===== src/rtl/branch_resolve_unit.sv =====
// Decode-stage resolver for MIPS conditional branches: waits for forwarded operands,
// then issues a registered one-cycle taken/target pulse for PC redirect and IF flush.
module branch_resolve_unit #(
    parameter int unsigned DATA_WIDTH = 32,
    parameter int unsigned PC_WIDTH   = 32,
    parameter int unsigned MAX_WAIT   = 7,
    parameter int unsigned CNT_WIDTH  = 16
) (
    input  logic                  clock,
    input  logic                  reset,
    input  logic                  branchValid,
    input  logic [2:0]            branchOp,
    input  logic [DATA_WIDTH-1:0] dataRsInput,
    input  logic [DATA_WIDTH-1:0] dataRtInput,
    input  logic                  rsReady,
    input  logic                  rtReady,
    input  logic [PC_WIDTH-1:0]   pcPlus4Input,
    input  logic [15:0]           offsetInput,
    input  logic                  flush,
    output logic                  stallOutput,
    output logic                  resolvedValid,
    output logic                  takenOutput,
    output logic [PC_WIDTH-1:0]   targetOutput,
    output logic                  timeoutError,
    output logic [CNT_WIDTH-1:0]  stallCycles
);

    localparam int unsigned WAIT_W = $clog2(MAX_WAIT + 2);

    localparam logic [2:0] OP_BEQ  = 3'b000;
    localparam logic [2:0] OP_BNE  = 3'b001;
    localparam logic [2:0] OP_BLEZ = 3'b010;
    localparam logic [2:0] OP_BGTZ = 3'b011;
    localparam logic [2:0] OP_BLTZ = 3'b100;
    localparam logic [2:0] OP_BGEZ = 3'b101;

    typedef enum logic {
        ST_IDLE,
        ST_WAIT
    } state_t;

    state_t              state, state_next;
    logic [2:0]          op_q;
    logic [PC_WIDTH-1:0] target_q;
    logic [WAIT_W-1:0]   wait_cnt, wait_cnt_next, wait_inc;

    logic [2:0]          cur_op;
    logic [PC_WIDTH-1:0] off_ext;
    logic [PC_WIDTH-1:0] new_target;
    logic [PC_WIDTH-1:0] cur_target;
    logic                rs_need, rt_need, ready, active, fire, cond, timeout_set;
    logic                rs_neg, rs_zero;

    // Operand readiness, branch condition and FSM next state
    always_comb begin
        state_next    = state;
        wait_cnt_next = wait_cnt;
        timeout_set   = 1'b0;

        cur_op     = (state == ST_WAIT) ? op_q : branchOp;
        off_ext    = PC_WIDTH'($signed(offsetInput));
        new_target = pcPlus4Input + (off_ext << 2);
        cur_target = (state == ST_WAIT) ? target_q : new_target;

        rs_need = (cur_op <= OP_BGEZ);
        rt_need = (cur_op <= OP_BNE);
        ready   = (!rs_need || rsReady) && (!rt_need || rtReady);
        active  = (state == ST_WAIT) || branchValid;
        fire    = active && ready && !flush;

        rs_neg  = dataRsInput[DATA_WIDTH-1];
        rs_zero = (dataRsInput == '0);
        case (cur_op)
            OP_BEQ:  cond = (dataRsInput == dataRtInput);
            OP_BNE:  cond = (dataRsInput != dataRtInput);
            OP_BLEZ: cond = rs_neg || rs_zero;
            OP_BGTZ: cond = !rs_neg && !rs_zero;
            OP_BLTZ: cond = rs_neg;
            OP_BGEZ: cond = !rs_neg;
            default: cond = 1'b0;
        endcase

        stallOutput = !reset && !flush && active && !ready;

        wait_inc = (wait_cnt == '1) ? wait_cnt : wait_cnt + WAIT_W'(1);

        if (flush) begin
            state_next    = ST_IDLE;
            wait_cnt_next = '0;
        end else if (state == ST_IDLE) begin
            if (branchValid && !ready) begin
                state_next    = ST_WAIT;
                wait_cnt_next = WAIT_W'(1);
            end
        end else begin
            if (ready) begin
                state_next    = ST_IDLE;
                wait_cnt_next = '0;
            end else begin
                wait_cnt_next = wait_inc;
                timeout_set   = (wait_inc > WAIT_W'(MAX_WAIT));
            end
        end
    end

    // State, latched branch context and registered outputs
    always_ff @(posedge clock or posedge reset) begin
        if (reset) begin
            state         <= ST_IDLE;
            wait_cnt      <= '0;
            op_q          <= '0;
            target_q      <= '0;
            resolvedValid <= 1'b0;
            takenOutput   <= 1'b0;
            targetOutput  <= '0;
            timeoutError  <= 1'b0;
            stallCycles   <= '0;
        end else begin
            state    <= state_next;
            wait_cnt <= wait_cnt_next;
            if (state == ST_IDLE && branchValid && !flush) begin
                op_q     <= branchOp;
                target_q <= new_target;
            end
            resolvedValid <= fire;
            if (fire) begin
                takenOutput  <= cond;
                targetOutput <= cur_target;
            end
            if (timeout_set) begin
                timeoutError <= 1'b1;
            end
            if (stallOutput && stallCycles != '1) begin
                stallCycles <= stallCycles + CNT_WIDTH'(1);
            end
        end
    end

endmodule


===== config.mk =====
export PLATFORM = sky130hd
export DESIGN_NAME = branch_resolve_unit
export DESIGN_NICKNAME = d
export VERILOG_FILES = /design/src/rtl/branch_resolve_unit.sv
export SDC_FILE = /design/constraint.sdc
export NUM_CORES = 1
export LEC_CHECK = 0
export CAP_MARGIN = 40
export CORE_ASPECT_RATIO = 0.75
export CORE_MARGIN = 3
export CORE_UTILIZATION = 53
export CTS_BUF_LIST = sky130_fd_sc_hd__clkbuf_8
export DETAILED_ROUTE_END_ITERATION = 6
export GPL_ROUTABILITY_DRIVEN = 0
export PLACE_DENSITY = 0.89
export SLEW_MARGIN = 25
export SYNTH_ARGS = -nofsm -noshare
export SYNTH_HDL_FRONTEND = slang
export SYNTH_SLANG_ARGS = --single-unit

===== constraint.sdc =====
create_clock -name clock -period 6.18 [get_ports clock]
set_input_delay 1.236 -clock clock [delete_from_list [all_inputs] [get_ports clock]]
set_output_delay 1.236 -clock clock [all_outputs]
set_load 0.005 [all_outputs]

==> reports/metrics.cfg, run 1 <==
[status]
status=finished, final reports clean

[power_and_ir_drop]
finalPower_mw=1.93
leakage_nw=3.34
p_per_area_nw_per_um2=246
irDropWorstVdd_mv=0.108

[setup_path]
slowest_delay_ns=0.51
slowest_stage=clkdlybuf4s50_1
cp_data_arrival_time_ns=3.24
cp_cell_sequence=clkdlybuf4s50_1 -> mux2i_1 -> nand2_1 -> o22a_1 -> nor2_1 -> nand2_1 -> inv_1 -> clkdlybuf4s50_1
cp-end-kind=output port
critical_path.startpoint=branchOp[1]
worstPathMaxFanout=4
worst_setup_path_start_kind=input pin
critical_path_class=in2out
worstPathRequired_ns=4.94
reg2reg_from=state

[sta]
finalHoldViolations=0
rsz0062_at_grt=no
max_freq_mhz=223
fin_ws_ns=1.70
fin_crit_sh_pct=72.5
holdWs_ns=0.481
slew_violations=0
slew_headroom_pct=56.9
final.setup.tns_ns=0
period_minus_slack_ns=4.48
setup_violations=0
skew_ns=0.00962
worstMarginPinSlew_ns=0.644

[flow_run]
cap_violations=0

[cts]
holdBufCountCts=0
clk_path_buf_depth=2
insertion_delay_ns=0.36
cts-root-buf=clkbuf_8
cts_tree=yes
cts.sinks=91
path_clk_slew_ns=0.09
post_cts_buffers=0
ctsResizeCount=0
h-tree-depth=3
numCtsBuffers=9

[synthesis]
muxShareOfSynthArea_pct=2.85
syn_area_um2=5750
yosysUniqueCellTypes=54
synth_fa_ha_area_share_pct=7.10
yosysWarnings=0
yosys.area_share.xor_xnor_pct=11.3
ys_async_sr_fraction_pct=100
synth_nets=797
synth-edff-count=0
syn_inst=644
synth_compound_area_share_pct=20.0
yosys_register_bits=91
synth_top_family_by_area=compound AO/OA/AOI/OAI gates
avgSynthCellArea_um2=8.93
yosys.area_share.simple_pct=16.1
synth_flop_cell=dfrtp_1
yosysSeqAreaShare_pct=39.6

[drt]
vias_per_cell=5.81
drt_pass1_iterations=5
num_vias=5518
drc=0
avgRoutedWirePerCell_um=16.9
wirelength_um=16100
antenna_left=0
drtIter0Drc=445

[placement]
hpwl_um=12300
place_inst=933
dp_slack_ns=1.76
placed_area_um2=7620
port-buffer-count=172

[worst_hold_path]
hp-start=targetOutput[20]
hp-class=reg2reg

[die]
core.rowCount=32
start_util_pct=55.2
die-width_um=126
core_area_um2=10400
die_h_um=96.2
io_pins=173
die-area_um2=12100

[layout]
design_area_um2=7850
instances_no_fill=950
finalNetCount=962
drive_above_1_share_pct=5.65
n_antenna_cell=0
area_growth_pct=36.6
utilization_pct=75.4
fillers=760

[global_route]
grt_pass1_vias=5313
overflow=0
track_usage_pct=26.1
grt_antenna_before_repair=0
grt_pass1_wl_um=25800
grt_max_degree=92

## logic make-up (layout without fill, tap and decap cells)
family	count (synthesis)	after routing
xor gates and xnor gates	74	74
muxes	15	15
and+or+nand+nor	195	195
AOI/OAI and AO/OA	195	195
DFF	91	91
adders and majority gates	32	32
buffers and inverters	42	212
## cell usage in the layout (no fill, tap or decap), drive strengths merged, types with 2 or more instances in the layout
cell and n:
inv 23, nand2 84, nor2 33, o21bai 8
o31ai 5, nand3 13, a31oi 6, and3 13
nor3 8, a21o 14, dfrtp 91, clkbuf 9
o22a 2, and4 2, nor2b 2, mux2i 7
nand2b 4, or4 2, or2 2, ha 31
xnor2 59, clkdlybuf4s50 172, a21oi 66, a211oi 2
buf 5, xor2 15, nand4 20, o21ai 74
nor4 10, o211ai 2, mux2 8, o21a 6
o41ai 3
## Yosys cell counts, types with 2 or more instances
master	instances	share of area [%]
a211oi_2	2	0.44
a21o_1	13	1.7
a21oi_1	66	5.7
a31oi_1	6	0.65
and3_1	10	1.1
and3_4	2	0.39
and4_1	2	0.30
buf_1	3	0.20
buf_2	3	0.26
clkbuf_1	15	0.98
dfrtp_1	91	40
ha_1	31	6.7
inv_1	19	1.2
mux2_2	7	1.4
mux2i_1	7	1.2
nand2_1	84	5.5
nand2b_1	4	0.44
nand3_1	12	1.0
nand4_1	20	2.2
nor2_1	33	2.2
nor2b_1	2	0.22
nor3_1	8	0.70
nor4_1	10	1.1
o211ai_1	2	0.26
o21a_1	6	0.78
o21ai_0	72	6.3
o21bai_1	8	1.0
o22a_1	2	0.30
o31ai_1	5	0.65
o41ai_1	2	0.30
or4_1	2	0.26
xnor2_1	59	9.0
xor2_1	15	2.3
## critical path, delay by kind of cell
family	cells	cell delay, ns
mux	1	0.22
compound gates	1	0.28
buf+inv	3	1.02
simple gates	3	0.48
## cell type report
cell class	instances	area [µm²]	share of cell area, %
clock buffers	9	124	1.58
clock inverters	7	81.3	1.04
inverters	19	72.6	0.924
multi-input cells	511	3300	42.0
flip-flops and latches	91	2280	29.0
well taps	136	170	2.17
repair buffers	177	1820	23.2
## sequential cells by signal, indices dropped and copies added (netlist names), 3 cells and up
name and flops:
targetOutput 32, target_q 32, stallCycles 16, op_q 3, wait_cnt 4
## routing by layer
metal	vias to the layer above	track usage, %	wire (µm)
met1	2639	34.5	6830
met4	0	8.13	284
met5	-	0	0
met2	229	45.4	8020
li1	2627	-	-
met3	23	3.11	964
## worst paths after layout
kind	endpoint	slack (ns)	depth (start not counted)
min in group asynchronous	stallCycles[3]	1.21	3
min	targetOutput[20]	0.48	2
max	stallOutput	1.70	8
min reg2reg	targetOutput[20]	0.48	2
max reg2reg	targetOutput[28]	3.40	8
max in group asynchronous	targetOutput[24]	4.35	4
## power breakdown
part	switching [mW]	internal, mW
logic	0.308	0.375
registers	0.0955	0.728
clock network	0.228	0.194
Note: power is estimated with default switching activity, not from simulation.
==> run 2, diff against run 1 <==
--- a/config.mk
+++ b/config.mk
@@ -8,11 +8,11 @@
 export CAP_MARGIN = 40
 export CORE_ASPECT_RATIO = 0.75
 export CORE_MARGIN = 3
-export CORE_UTILIZATION = 53
+export CORE_UTILIZATION = 44
 export CTS_BUF_LIST = sky130_fd_sc_hd__clkbuf_8
 export DETAILED_ROUTE_END_ITERATION = 6
 export GPL_ROUTABILITY_DRIVEN = 0
-export PLACE_DENSITY = 0.89
+export PLACE_DENSITY = 0.79
 export SLEW_MARGIN = 25
 export SYNTH_ARGS = -nofsm -noshare
 export SYNTH_HDL_FRONTEND = slang
==> constraint.sdc (replaced) <==
create_clock -name clock -period 3.9 [get_ports clock]
set_input_delay 0.78 -clock clock [delete_from_list [all_inputs] [get_ports clock]]
set_output_delay 0.78 -clock clock [all_outputs]
set_load 0.005 [all_outputs]
==> reports/metrics.cfg, run 2 (same netlist as run 1, synthesis figures left out) <==
[global_route]
grt_use_met2_pct=38.9
grt_pass1_wl_um=25500
overflow=0
gr-usage-met1_pct=26.7
top_usage_layer=met2
grt_use_met3_pct=4.86
grt_max_degree=68
grt_pass1_vias=5348
grt_antenna_before_repair=0
track_usage_pct=21.6

[cts]
ctsResizeCount=0
numCtsBuffers=9
cts_tree=yes
post_cts_buffers=0
holdBufCountCts=0
clk_path_buf_depth=2
cts.sinks=91
insertion_delay_ns=0.35
cts-root-buf=clkbuf_8
path_clk_slew_ns=0.09
h-tree-depth=3

[setup_path]
cp_data_arrival_time_ns=3.88
worstPathMaxFanout=3
cp-end-kind=flip-flop
worstPathRequired_ns=4.18
critical_path_class=in2reg
worst_setup_path_start_kind=input pin

[die]
die-area_um2=14500
core_area_um2=12500
die_h_um=105
core.rowCount=35
die-width_um=138
start_util_pct=45.9
io_pins=173

[drt]
num_vias=5382
vias_per_cell=5.46
drc=0
antenna_left=0
avgRoutedWirePerCell_um=16.0
drt_pass1_iterations=7
wirelength_um=15800
drtIter0Drc=249

[sta]
setup_violations=0
skew_ns=0.0182
final.setup.tns_ns=0
finalHoldViolations=0
worstMarginPinSlew_ns=0.657
slew_headroom_pct=56.2
slew_violations=0
max_freq_mhz=278
fin_crit_sh_pct=92.3
rsz0062_at_grt=no
period_minus_slack_ns=3.60

[layout]
reg.largest.list=targetOutput x32, target_q x32, stallCycles x16
utilization_pct=63.0
final_cell_mix=clkdlybuf4s50_1, dfrtp_1, nand2_1
finalNetCount=968
drive_above_1_share_pct=6.10
n_antenna_cell=0
area_growth_pct=37.4
final_common_cell=clkdlybuf4s50_1

[placement]
port-buffer-count=172
hpwl_um=12500

[power_and_ir_drop]
finalPower_mw=3.00
leakage_nw=3.36
irDropWorstVdd_mv=0.176
p_per_area_nw_per_um2=380

[status]
status=finished, final reports clean

[flow_run]
cap_violations=0

[worst_hold_path]
hp-class=reg2reg

==> run 2: cell count changes in the layout (fill, tap and decap cells not counted), moves of 2 or more <==
cell,previous run,this run
buf_4,1,9
inv_1,18,20
inv_6,5,0
buf_16,3,1
==> run 2: per-layer routing <==
layer | up-vias | share of wire [%]
met3 | 12 | 8.2
li1 | 2646 | -
met5 | - | 0
met1 | 2527 | 42
met2 | 197 | 49
met4 | 0 | 0.63
==> run 2: report_power, final <==
part / leakage, nW / switching, mW / internal (mW)
clock network: 0.105 / 0.311 / 0.310
logic: 2.11 / 0.482 / 0.596
registers: 1.15 / 0.145 / 1.15
==> run 2: path summary, 6_finish.rpt <==
| check | from | endpoint | slack (ns) | cells after the start |
|---|---|---|---|---|
| setup / recovery | pcPlus4Input[2] | targetOutput[26] | 0.30 | 13 |
| hold / removal | target_q[26] | target_q[26] | 0.48 | 2 |
| setup reg to reg | state | targetOutput[25] | 1.34 | 8 |
| hold reg to reg | target_q[26] | target_q[26] | 0.48 | 2 |
| max in group asynchronous | reset | targetOutput[6] | 2.18 | 5 |
| min in group asynchronous | reset | stallCycles[10] | 0.87 | 3 |
==> run 2: metrics by stage <==
step	instances	worst slack (ns)	hold WS, ns	instance area (µm²)
floorplan	644	0.612	0.442	5750
global placement	969	0.0876	0.453	7670
detailed placement	969	-0.0395	0.462	7670
CTS	985	0.319	0.481	7870
global route	986	0.131	0.498	7900
finish	986	0.302	0.475	7900
==> run 2: final cells by class <==
class,count,area [µm²]
inverters,19,75.1
flip-flops and latches,91,2280
well taps,166,208
clock buffers,10,138
multi-input cells,511,3300
repair buffers,183,1840
fillers,1024,4630
clock inverters,6,58.8
==> run 2: worst max-delay path, cell delays in order <==
cell and delay, ns:
clkdlybuf4s50_1 0.46, ha_1 0.21, inv_1 0.08, fa_1 0.40, nand2b_1 0.19, a21oi_1 0.22
o311ai_0 0.20, a21oi_1 0.26, o211ai_1 0.17, o21ai_2 0.21, a31oi_1 0.13, or4_1 0.49
nand3_1 0.08
